===== config.mk =====
export PLATFORM = sky130hd
export DESIGN_NAME = prim_gate_exerciser_flat
export DESIGN_NICKNAME = d
export VERILOG_FILES = /design/src/rtl/prim_gate_exerciser_pkg.sv /design/src/rtl/prim_gate_exerciser_if.sv /design/src/rtl/prim_gate_exerciser_golden.sv /design/src/rtl/prim_gate_exerciser.sv /design/src/flat_wrapper.sv
export SDC_FILE = /design/constraint.sdc
export NUM_CORES = 1
export LEC_CHECK = 0
export BUFFER_PORTS_ARGS = -buffer_cell sky130_fd_sc_hd__buf_4
export CAP_MARGIN = 15
export CORE_AREA = 2 2 58 60
export CTS_CLUSTER_DIAMETER = 80
export DETAILED_ROUTE_END_ITERATION = 8
export DIE_AREA = 0 0 60 62
export PLACE_DENSITY_LB_ADDON = 0.12
export SYNTH_ARGS = -nofsm -noshare
export SYNTH_HDL_FRONTEND = slang
export SYNTH_SLANG_ARGS = --single-unit

===== constraint.sdc =====
create_clock -name clk -period 2.7 [get_ports clk]
set_input_delay 0.27 -clock clk [delete_from_list [all_inputs] [get_ports clk]]
set_output_delay 0.27 -clock clk [all_outputs]
set_load 0.02 [all_outputs]

===== src/rtl/prim_gate_exerciser_pkg.sv =====
// Shared types for the gate-primitive exerciser.
// Operation codes and sweep FSM states.
package prim_exerciser_pkg;

    typedef enum logic [2:0] {
        OP_AND,
        OP_OR,
        OP_XOR,
        OP_XNOR,
        OP_NAND,
        OP_NOR,
        OP_BUF,
        OP_NOT
    } op_e;

    typedef enum logic [1:0] {
        S_IDLE,
        S_DRIVE,
        S_CHECK,
        S_DONE
    } state_e;

endpackage


===== src/rtl/prim_gate_exerciser_if.sv =====
// Bundle between the exerciser and the unit-test top level.
// The slave side is the exerciser; the master drives start/op/dut_y.
interface prim_gate_exerciser_if #(
    parameter int N_IN = 3
);
    import prim_exerciser_pkg::*;

    logic            start;
    op_e             op;
    logic [N_IN-1:0] stim;
    logic            dut_y;
    logic            busy;
    logic            done;
    logic            pass;
    logic [N_IN:0]   err_count;
    logic [N_IN-1:0] fail_vec;

    modport master (
        output start, op, dut_y,
        input  stim, busy, done, pass, err_count, fail_vec
    );

    modport slave (
        input  start, op, dut_y,
        output stim, busy, done, pass, err_count, fail_vec
    );

endinterface


===== src/rtl/prim_gate_exerciser_golden.sv =====
// Golden model for single-output gate primitives.
// Purely combinational; reusable as a standalone reference.
module prim_golden
    import prim_exerciser_pkg::*;
#(
    parameter int N_IN = 3
) (
    input  op_e             op,
    input  logic [N_IN-1:0] a,
    output logic            y
);

    always_comb begin
        y = 1'b0;
        unique case (op)
            OP_AND:  y = &a;
            OP_OR:   y = |a;
            OP_XOR:  y = ^a;
            OP_XNOR: y = ~^a;
            OP_NAND: y = ~&a;
            OP_NOR:  y = ~|a;
            OP_BUF:  y = a[0];
            OP_NOT:  y = ~a[0];
        endcase
    end

endmodule


===== src/rtl/prim_gate_exerciser.sv =====
// Exhaustive clocked sweep of a gate primitive against a golden model.
// Reports pass/fail, mismatch count and the first failing vector.
module prim_gate_exerciser
    import prim_exerciser_pkg::*;
#(
    parameter int N_IN   = 3,
    parameter int SETTLE = 1
) (
    input  logic                 clk,
    input  logic                 rst_n,
    prim_gate_exerciser_if.slave bus
);

    localparam logic [3:0] SETTLE_LAST = 4'(SETTLE - 1);

    state_e          state_q, state_d;
    op_e             op_q, op_d;
    logic [N_IN-1:0] vec_q, vec_d;
    logic [N_IN-1:0] stim_q, stim_d;
    logic [3:0]      settle_q, settle_d;
    logic [N_IN:0]   err_q, err_d;
    logic [N_IN-1:0] fail_q, fail_d;
    logic            pass_q, pass_d;
    logic            gold;
    logic            miss;

    prim_golden #(.N_IN(N_IN)) u_golden (
        .op (op_q),
        .a  (stim_q),
        .y  (gold)
    );

    // X/Z on the primitive output must count as a failure
    assign miss = (bus.dut_y !== gold);

    always_ff @(posedge clk or negedge rst_n) begin
        if (!rst_n) begin
            state_q  <= S_IDLE;
            op_q     <= OP_AND;
            vec_q    <= '0;
            stim_q   <= '0;
            settle_q <= '0;
            err_q    <= '0;
            fail_q   <= '0;
            pass_q   <= 1'b0;
        end else begin
            state_q  <= state_d;
            op_q     <= op_d;
            vec_q    <= vec_d;
            stim_q   <= stim_d;
            settle_q <= settle_d;
            err_q    <= err_d;
            fail_q   <= fail_d;
            pass_q   <= pass_d;
        end
    end

    always_comb begin
        state_d  = state_q;
        op_d     = op_q;
        vec_d    = vec_q;
        stim_d   = stim_q;
        settle_d = settle_q;
        err_d    = err_q;
        fail_d   = fail_q;
        pass_d   = pass_q;
        unique case (state_q)
            S_IDLE: begin
                stim_d = '0;
                if (bus.start) begin
                    op_d     = bus.op;
                    vec_d    = '0;
                    settle_d = '0;
                    err_d    = '0;
                    fail_d   = '0;
                    pass_d   = 1'b0;
                    state_d  = S_DRIVE;
                end
            end
            S_DRIVE: begin
                if (settle_q == SETTLE_LAST) begin
                    settle_d = '0;
                    state_d  = S_CHECK;
                end else begin
                    settle_d = settle_q + 4'd1;
                end
            end
            S_CHECK: begin
                if (miss) begin
                    err_d = err_q + 1'b1;
                    if (err_q == '0) fail_d = stim_q;
                end
                if (vec_q == '1) begin
                    pass_d  = (err_d == '0);
                    state_d = S_DONE;
                end else begin
                    vec_d   = vec_q + 1'b1;
                    stim_d  = vec_q + 1'b1;
                    state_d = S_DRIVE;
                end
            end
            S_DONE: begin
                stim_d  = '0;
                state_d = S_IDLE;
            end
        endcase
    end

    assign bus.stim      = stim_q;
    assign bus.busy      = (state_q != S_IDLE);
    assign bus.done      = (state_q == S_DONE);
    assign bus.pass      = pass_q;
    assign bus.err_count = err_q;
    assign bus.fail_vec  = fail_q;

endmodule


===== src/flat_wrapper.sv =====
// flat-port wrapper written by rule: the top's interface ports become plain ports
module prim_gate_exerciser_flat import prim_exerciser_pkg::*;
#(
    parameter int N_IN   = 3,
    parameter int SETTLE = 1
)
  (clk, rst_n, bus_start, bus_op, bus_dut_y, bus_stim, bus_busy, bus_done, bus_pass, bus_err_count, bus_fail_vec);
  prim_gate_exerciser_if #(.N_IN(N_IN)) bus_i ();
  input  logic clk;
  input  logic rst_n;
  input wire logic [$bits(bus_i.start)-1:0] bus_start;
  input wire logic [$bits(bus_i.op)-1:0] bus_op;
  input wire logic [$bits(bus_i.dut_y)-1:0] bus_dut_y;
  output wire logic [$bits(bus_i.stim)-1:0] bus_stim;
  output wire logic [$bits(bus_i.busy)-1:0] bus_busy;
  output wire logic [$bits(bus_i.done)-1:0] bus_done;
  output wire logic [$bits(bus_i.pass)-1:0] bus_pass;
  output wire logic [$bits(bus_i.err_count)-1:0] bus_err_count;
  output wire logic [$bits(bus_i.fail_vec)-1:0] bus_fail_vec;
  assign bus_i.start = bus_start;
  assign bus_i.op = bus_op;
  assign bus_i.dut_y = bus_dut_y;
  assign bus_stim = bus_i.stim;
  assign bus_busy = bus_i.busy;
  assign bus_done = bus_i.done;
  assign bus_pass = bus_i.pass;
  assign bus_err_count = bus_i.err_count;
  assign bus_fail_vec = bus_i.fail_vec;
  prim_gate_exerciser #(.N_IN(N_IN), .SETTLE(SETTLE)) u_core (.clk(clk), .rst_n(rst_n), .bus(bus_i));
endmodule

==> flow_summary.toml, run 1 <==
[outcome]
outcome = "completed"

[route]
wire_per_inst_microns = 14.2
drtPass1Iterations = 4
vias = 1214
drt_iter0_drc = 50
drc = 0
ant_nets = 0
drt_wl_total_microns = 3190
avgViaCountPerCell = 5.42

[critical_path]
r2r_slack_ns = 0.20
r2r_end = "u_core.bus.err_count[2]"
end_kind = "flip-flop"
crit_type = "flip-flop to flip-flop"
worstPathMaxFanout = 6
r2r_start = "u_core.bus.stim[0]"
arrival_ns = 2.71
reg2reg_depth = 8
crit_start = "u_core.bus.stim[0]"
worst_ep_required_time_ns = 2.91
startpoint_type = "flip-flop"

[floorplan]
die_area_sq_mm = 0.00372
num_io_pins = 20
dieHeight_microns = 62
die_w_microns = 60
core_sq_mm = 0.00318
start_util_pct = 48.4
num_rows = 21

[sta]
worst-slew-pin-transition_ns = 0.649
fin_setup_tns_ns = 0
layout_worst_path_cycle_share_pct = 92.6
slew_headroom_pct = 56.7
report.final.slew_viol_count = 0
fmaxAchievable_ghz = 0.400
period_minus_slack_ns = 2.50
hold_viol = 0
clock_skew_ns = 0.00113
rsz0062_at_grt = "false"
setup_viol = 0

[synthesis]
syn_inst = 159
synth.cell_area_sq_mm = 0.00154
ys_seq_area_share_pct = 37.4
synth.area.top_cells = "dfrtp_1, ha_1, nand2_1"
syn_nets = 178
synth-seq-cells = 23
yosys_warnings = 0
yosysUniqueCellTypes = 42
yosysTopAreaCell = "dfrtp_1"
synth_area_per_cell_sq_um = 9.68
synth_top_area_share_pct = 37.4

[clocking]
cts_sinks = 23
cts_buffers = 3
clk_latency_ns = 0.30
cts_resized = 0
root_buffer = "clkbuf_4"
cts_tree = "yes"
cts.reportedPaths.clkPinSlew_ns = 0.13
cts_buffer_depth = 2
cts_max_level = 1

[final_layout]
multi_input_area_sq_um = 877
final_common_cell = "dfrtp_1"
num-fill-cells = 299
final_cell_mix = "dfrtp_1, nand2_1, buf_4, inv_1, ha_1"
antenna_cells = 0
nets = 198
drive_gt1_share_pct = 19.7
regArea_sq_um = 576
syn_to_final_growth_pct = 13.4

[hold_path]
holdPathStages = 2
hold_path_startpoint = "bus_op[2]"
min_to = "u_core.op_q[2]"
hold_path.class = "input pin to flip-flop"

[pwr]
sw_frac_of_total_pct = 46.2
leakagePower_nw = 0.812
power_density_mw_per_mm2 = 1020
switchingPower_uw = 822
clkPwrFrac_pct = 9.0
cellInternalPower_uw = 956
pwr-share-seq_pct = 32.4
max-vdd-ir-drop_mv = 0.347
finalPower_mw = 1.78
power.share.combinational_pct = 58.6

[place]
place_hpwl_microns = 2370
routabilityCongestion = 0.784
port_buffers = 19

[grt]
grt_pass1_vias = 1141
antenna_found_initial = 0
grt.total_usage_pct = 19.2
gr-total-overflow = 0
grt_max_degree = 24
grt_first_pass_wirelength_microns = 5370

[job]
maxCapViolations = 0
==> kinds of logic (layout without fill, tap and decap cells) <==
family                     after synthesis  count (layout)  share of synthesized area (%)
xor gates and xnor gates                 2               2                           1.14
buffers and inverters                   19              38                           5.61
AOI/OAI and AO/OA                       43              43                           23.5
and+or+nand+nor                         52              52                           17.1
muxes                                    8               8                           5.53
DFF                                     23              23                           37.4
adders and majority gates               12              12                           9.76
==> per-layer routing <==
layer	track usage (%)	wire, microns	up-vias
li1	-	-	607
met1	26.9	1570	583
met2	30.9	1490	22
met3	2.69	100	2
met4	6.03	20	0
met5	0	0	-
==> flip-flops by register name, summed over array words and instances (netlist names) <==
register,flops
u_core.state_q,2
u_core.bus.stim,3
u_core.op_q,3
u_core.settle_q,4
u_core.vec_q,3
u_core.bus.pass,1
u_core.bus.fail_vec,3
u_core.bus.err_count,4
==> Yosys cell counts <==
cell type	n
a2111oi_2	1
a211o_1	1
a211oi_1	1
a211oi_4	1
a21boi_0	1
a21o_1	2
a21oi_1	3
a221o_1	1
a22o_1	8
a311oi_2	1
a31oi_1	3
a32o_1	1
and2_1	1
and2_2	1
and3_1	5
and3_2	1
and3_4	1
buf_6	2
clkbuf_1	4
dfrtp_1	23
ha_1	12
inv_1	13
mux2_1	1
mux2_2	3
mux2i_1	4
nand2_1	20
nand2b_1	4
nand3_1	2
nand4_1	2
nor2_1	8
nor2b_1	2
nor2b_2	1
nor3_1	2
nor3b_1	2
o211ai_1	3
o21a_1	2
o21ai_0	10
o31ai_1	1
o32a_1	1
o32ai_4	1
o41ai_2	1
xnor2_1	2
==> power groups by stage <==
stage / registers (mW) / clock network (mW) / logic (mW)
6_report: 0.575 / 0.161 / 1.04
3_5_place_dp: 0.581 / 0 / 1.05
5_1_grt: 0.594 / 0.188 / 1.16
3_3_place_gp: 0.569 / 0 / 1.02
4_1_cts: 0.574 / 0.168 / 1.05
2_1_floorplan: 0.581 / 0 / 0.778
==> repair_timing <==
action                                 in CTS  in global routing
buffers inserted                            0                  0
endpoints found under the hold margin      23                  0
hold buffers                                1                  0
==> worst max path at each step <==
stage	cells after the start	slack, ns	to
after floorplan	8	0.25	u_core.bus.err_count[2]
after global placement	8	0.30	u_core.bus.err_count[2]
after detailed placement	8	0.20	u_core.bus.err_count[2]
after CTS	8	0.17	u_core.bus.err_count[2]
after global routing	8	0.09	u_core.bus.err_count[2]
final	8	0.20	u_core.bus.err_count[2]
==> through the flow <==
stage	util [%]	area [sq um]	setup WS [ns]	std cells	hold slack (ns)
3_3_place_gp	53.8	1710	0.295	219	0.184
6_report	54.9	1750	0.201	224	0.191
3_5_place_dp	53.8	1710	0.198	219	0.189
4_1_cts	54.9	1750	0.169	224	0.180
5_1_grt	54.9	1750	0.0904	224	0.175
2_1_floorplan	-	1540	0.254	159	-0.0256
==> layout make-up <==
cell class	instances	share of cell area [%]
multi-input combinational	117	50.3
sequential	23	33.0
timing repair buffer	21	9.18
tap	46	3.30
inverter	13	2.80
clock buffer	4	1.51
==> worst max-delay path: stages (launching register included) <==
cell and delay [ns]:
dfrtp_1 0.47, inv_1 0.07, ha_1 0.32, a21oi_1 0.05
a211o_1 0.30, and3_4 0.19, a2111oi_2 0.46, mux2_1 0.37
a22o_1 0.18
No activity file was read; power rests on OpenSTA's default activity.
==> inputs of run 2 (changes only) <==
- CORE_AREA: 2 2 58 60 -> 2 2 67 69
- DIE_AREA: 0 0 60 62 -> 0 0 69 71
==> run 2 against run 1 <==
Effect of this change:
- design area grew 1.5%
- flip-flop and latch count is the same
- sequential power shrank 0.7%
- total power grew 3.9%
- cell count grew 2.7%
- core utilization shrank 13 points
- worst hold slack gained 0.038 ns
- critical path depth is the same
- count of clock-buffer cells in the layout is the same
- clock skew grew 0.0087 ns
- global-route usage shrank 4.7 points
- critical endpoint unchanged
==> flow_summary.toml, run 2 (synthesized netlist as in run 1, its figures left out) <==
[clocking]
cts_tree = "yes"
cts_max_level = 1
cts.reportedPaths.clkPinSlew_ns = 0.09
clk_latency_ns = 0.27
cts_buffers = 3
root_buffer = "clkbuf_8"
post_cts_buffers = 0
cts_buffer_depth = 2
cts_sinks = 23
cts.hold.buffers_added = 1
cts_resized = 0

[sta]
rsz0062_at_grt = "false"
report.final.slew_viol_count = 0
slew_headroom_pct = 55.0
fin_setup_tns_ns = 0
period_minus_slack_ns = 2.51
layout_worst_path_cycle_share_pct = 92.9
fmaxAchievable_ghz = 0.399
hold_viol = 0
clock_skew_ns = 0.00983
setup_viol = 0
worst-slew-pin-transition_ns = 0.676

[grt]
antenna_found_initial = 0
met3_usage_pct = 2.28
use_met1_pct = 19.2
gr-total-overflow = 0
grt.total_usage_pct = 14.6
grt-busiest-layer = "met2"
grt_max_degree = 24
grt_pass1_vias = 1176
met2_usage_pct = 25.7
grt_first_pass_wirelength_microns = 5760

[critical_path]
arrival_ns = 2.67
crit_slowest_cell = "a2111oi_2"
r2r_slack_ns = 0.19
r2r_start = "u_core.bus.stim[0]"
crit_type = "flip-flop to flip-flop"
r2r_end = "u_core.bus.err_count[2]"
end_kind = "flip-flop"
slowest_delay_ns = 0.47
crit_chain = "inv_1 > ha_1 > a211oi_1 > a31oi_1 > and3_4 > a2111oi_2 > mux2_1 > a22o_1"
worst_ep_required_time_ns = 2.86
critical_path_buf_inv_count = 1
crit_family = "compound AO/OA/AOI/OAI gates"
startpoint_type = "flip-flop"
reg2reg_depth = 8
worstPathMaxFanout = 6

[route]
vias = 1229
avgViaCountPerCell = 5.34
drtPass1Iterations = 4
drc = 0
drt_wl_total_microns = 3440
ant_nets = 0
drt_iter0_drc = 45
wire_per_inst_microns = 14.9

[place]
place_hpwl_microns = 2470
port_buffers = 19
routabilityCongestion = 0.830

[pwr]
power_density_mw_per_mm2 = 1040
max-vdd-ir-drop_mv = 0.386
leakagePower_nw = 0.819

[final_layout]
nets = 198
final_common_cell = "dfrtp_1"
antenna_cells = 0
syn_to_final_growth_pct = 15.1
multi_input_area_sq_um = 877
num-fill-cells = 409
drive_gt1_share_pct = 19.7
final_cell_mix = "dfrtp_1, nand2_1, buf_4, inv_1, ha_1"
regArea_sq_um = 576
final_util_pct = 42.1

[floorplan]
num_rows = 24
core_sq_mm = 0.00420
dieHeight_microns = 71
die_area_sq_mm = 0.00490
start_util_pct = 36.6
num_io_pins = 20
die_w_microns = 69

[outcome]
outcome = "completed"

[job]
maxCapViolations = 0

[hold_path]
hold_path.class = "input pin to flip-flop"
hold_path_startpoint = "bus_op[1]"
holdPathStages = 2
min_to = "u_core.op_q[1]"
-- run 2: routing by layer --
| layer | share of wire (%) | routed length [microns] |
|---|---|---|
| met1 | 49 | 1670 |
| met2 | 48 | 1650 |
| met3 | 2.9 | 98 |
| met4 | 0.52 | 18 |
| met5 | 0 | 0 |
-- run 2: worst max path at each step --
stage,startpoint,endpoint,slack [ns],cells after the start
5_1_grt,u_core.bus.stim[0],u_core.bus.err_count[2],0.01,8
4_1_cts,u_core.bus.stim[0],u_core.bus.err_count[2],0.18,8
6_report,u_core.bus.stim[0],u_core.bus.err_count[2],0.19,8
3_5_place_dp,u_core.bus.stim[0],u_core.bus.err_count[2],0.19,8
3_3_place_gp,u_core.bus.stim[0],u_core.bus.err_count[2],0.30,8
2_1_floorplan,u_core.bus.stim[0],u_core.bus.err_count[2],0.25,8
-- run 2: layout make-up --
class                           count  share of cell area (%)
Multi-Input combinational cell    117                    49.5
Sequential cell                    23                    32.5
Timing Repair Buffer               21                    9.04
Tap cell                           52                    3.67
Inverter                           13                    2.75
Clock buffer                        4                    2.54
-- run 2: report_power, final --
part	internal (mW)	switching [mW]
registers	0.440	0.130
clock network	0.105	0.114
logic	0.459	0.599
total	1.00	0.844
-- run 2: through the flow --
stage | cell area, sq um | worst slack [ns] | total power, mW | hold WS (ns) | cells
after CTS | 1770 | 0.176 | 1.86 | 0.227 | 230
after floorplan | 1540 | 0.254 | 1.36 | -0.0256 | 159
after global placement | 1720 | 0.296 | 1.61 | 0.190 | 225
after global routing | 1770 | 0.0123 | 1.99 | 0.220 | 230
final | 1770 | 0.191 | 1.85 | 0.228 | 230
after detailed placement | 1720 | 0.192 | 1.63 | 0.196 | 225
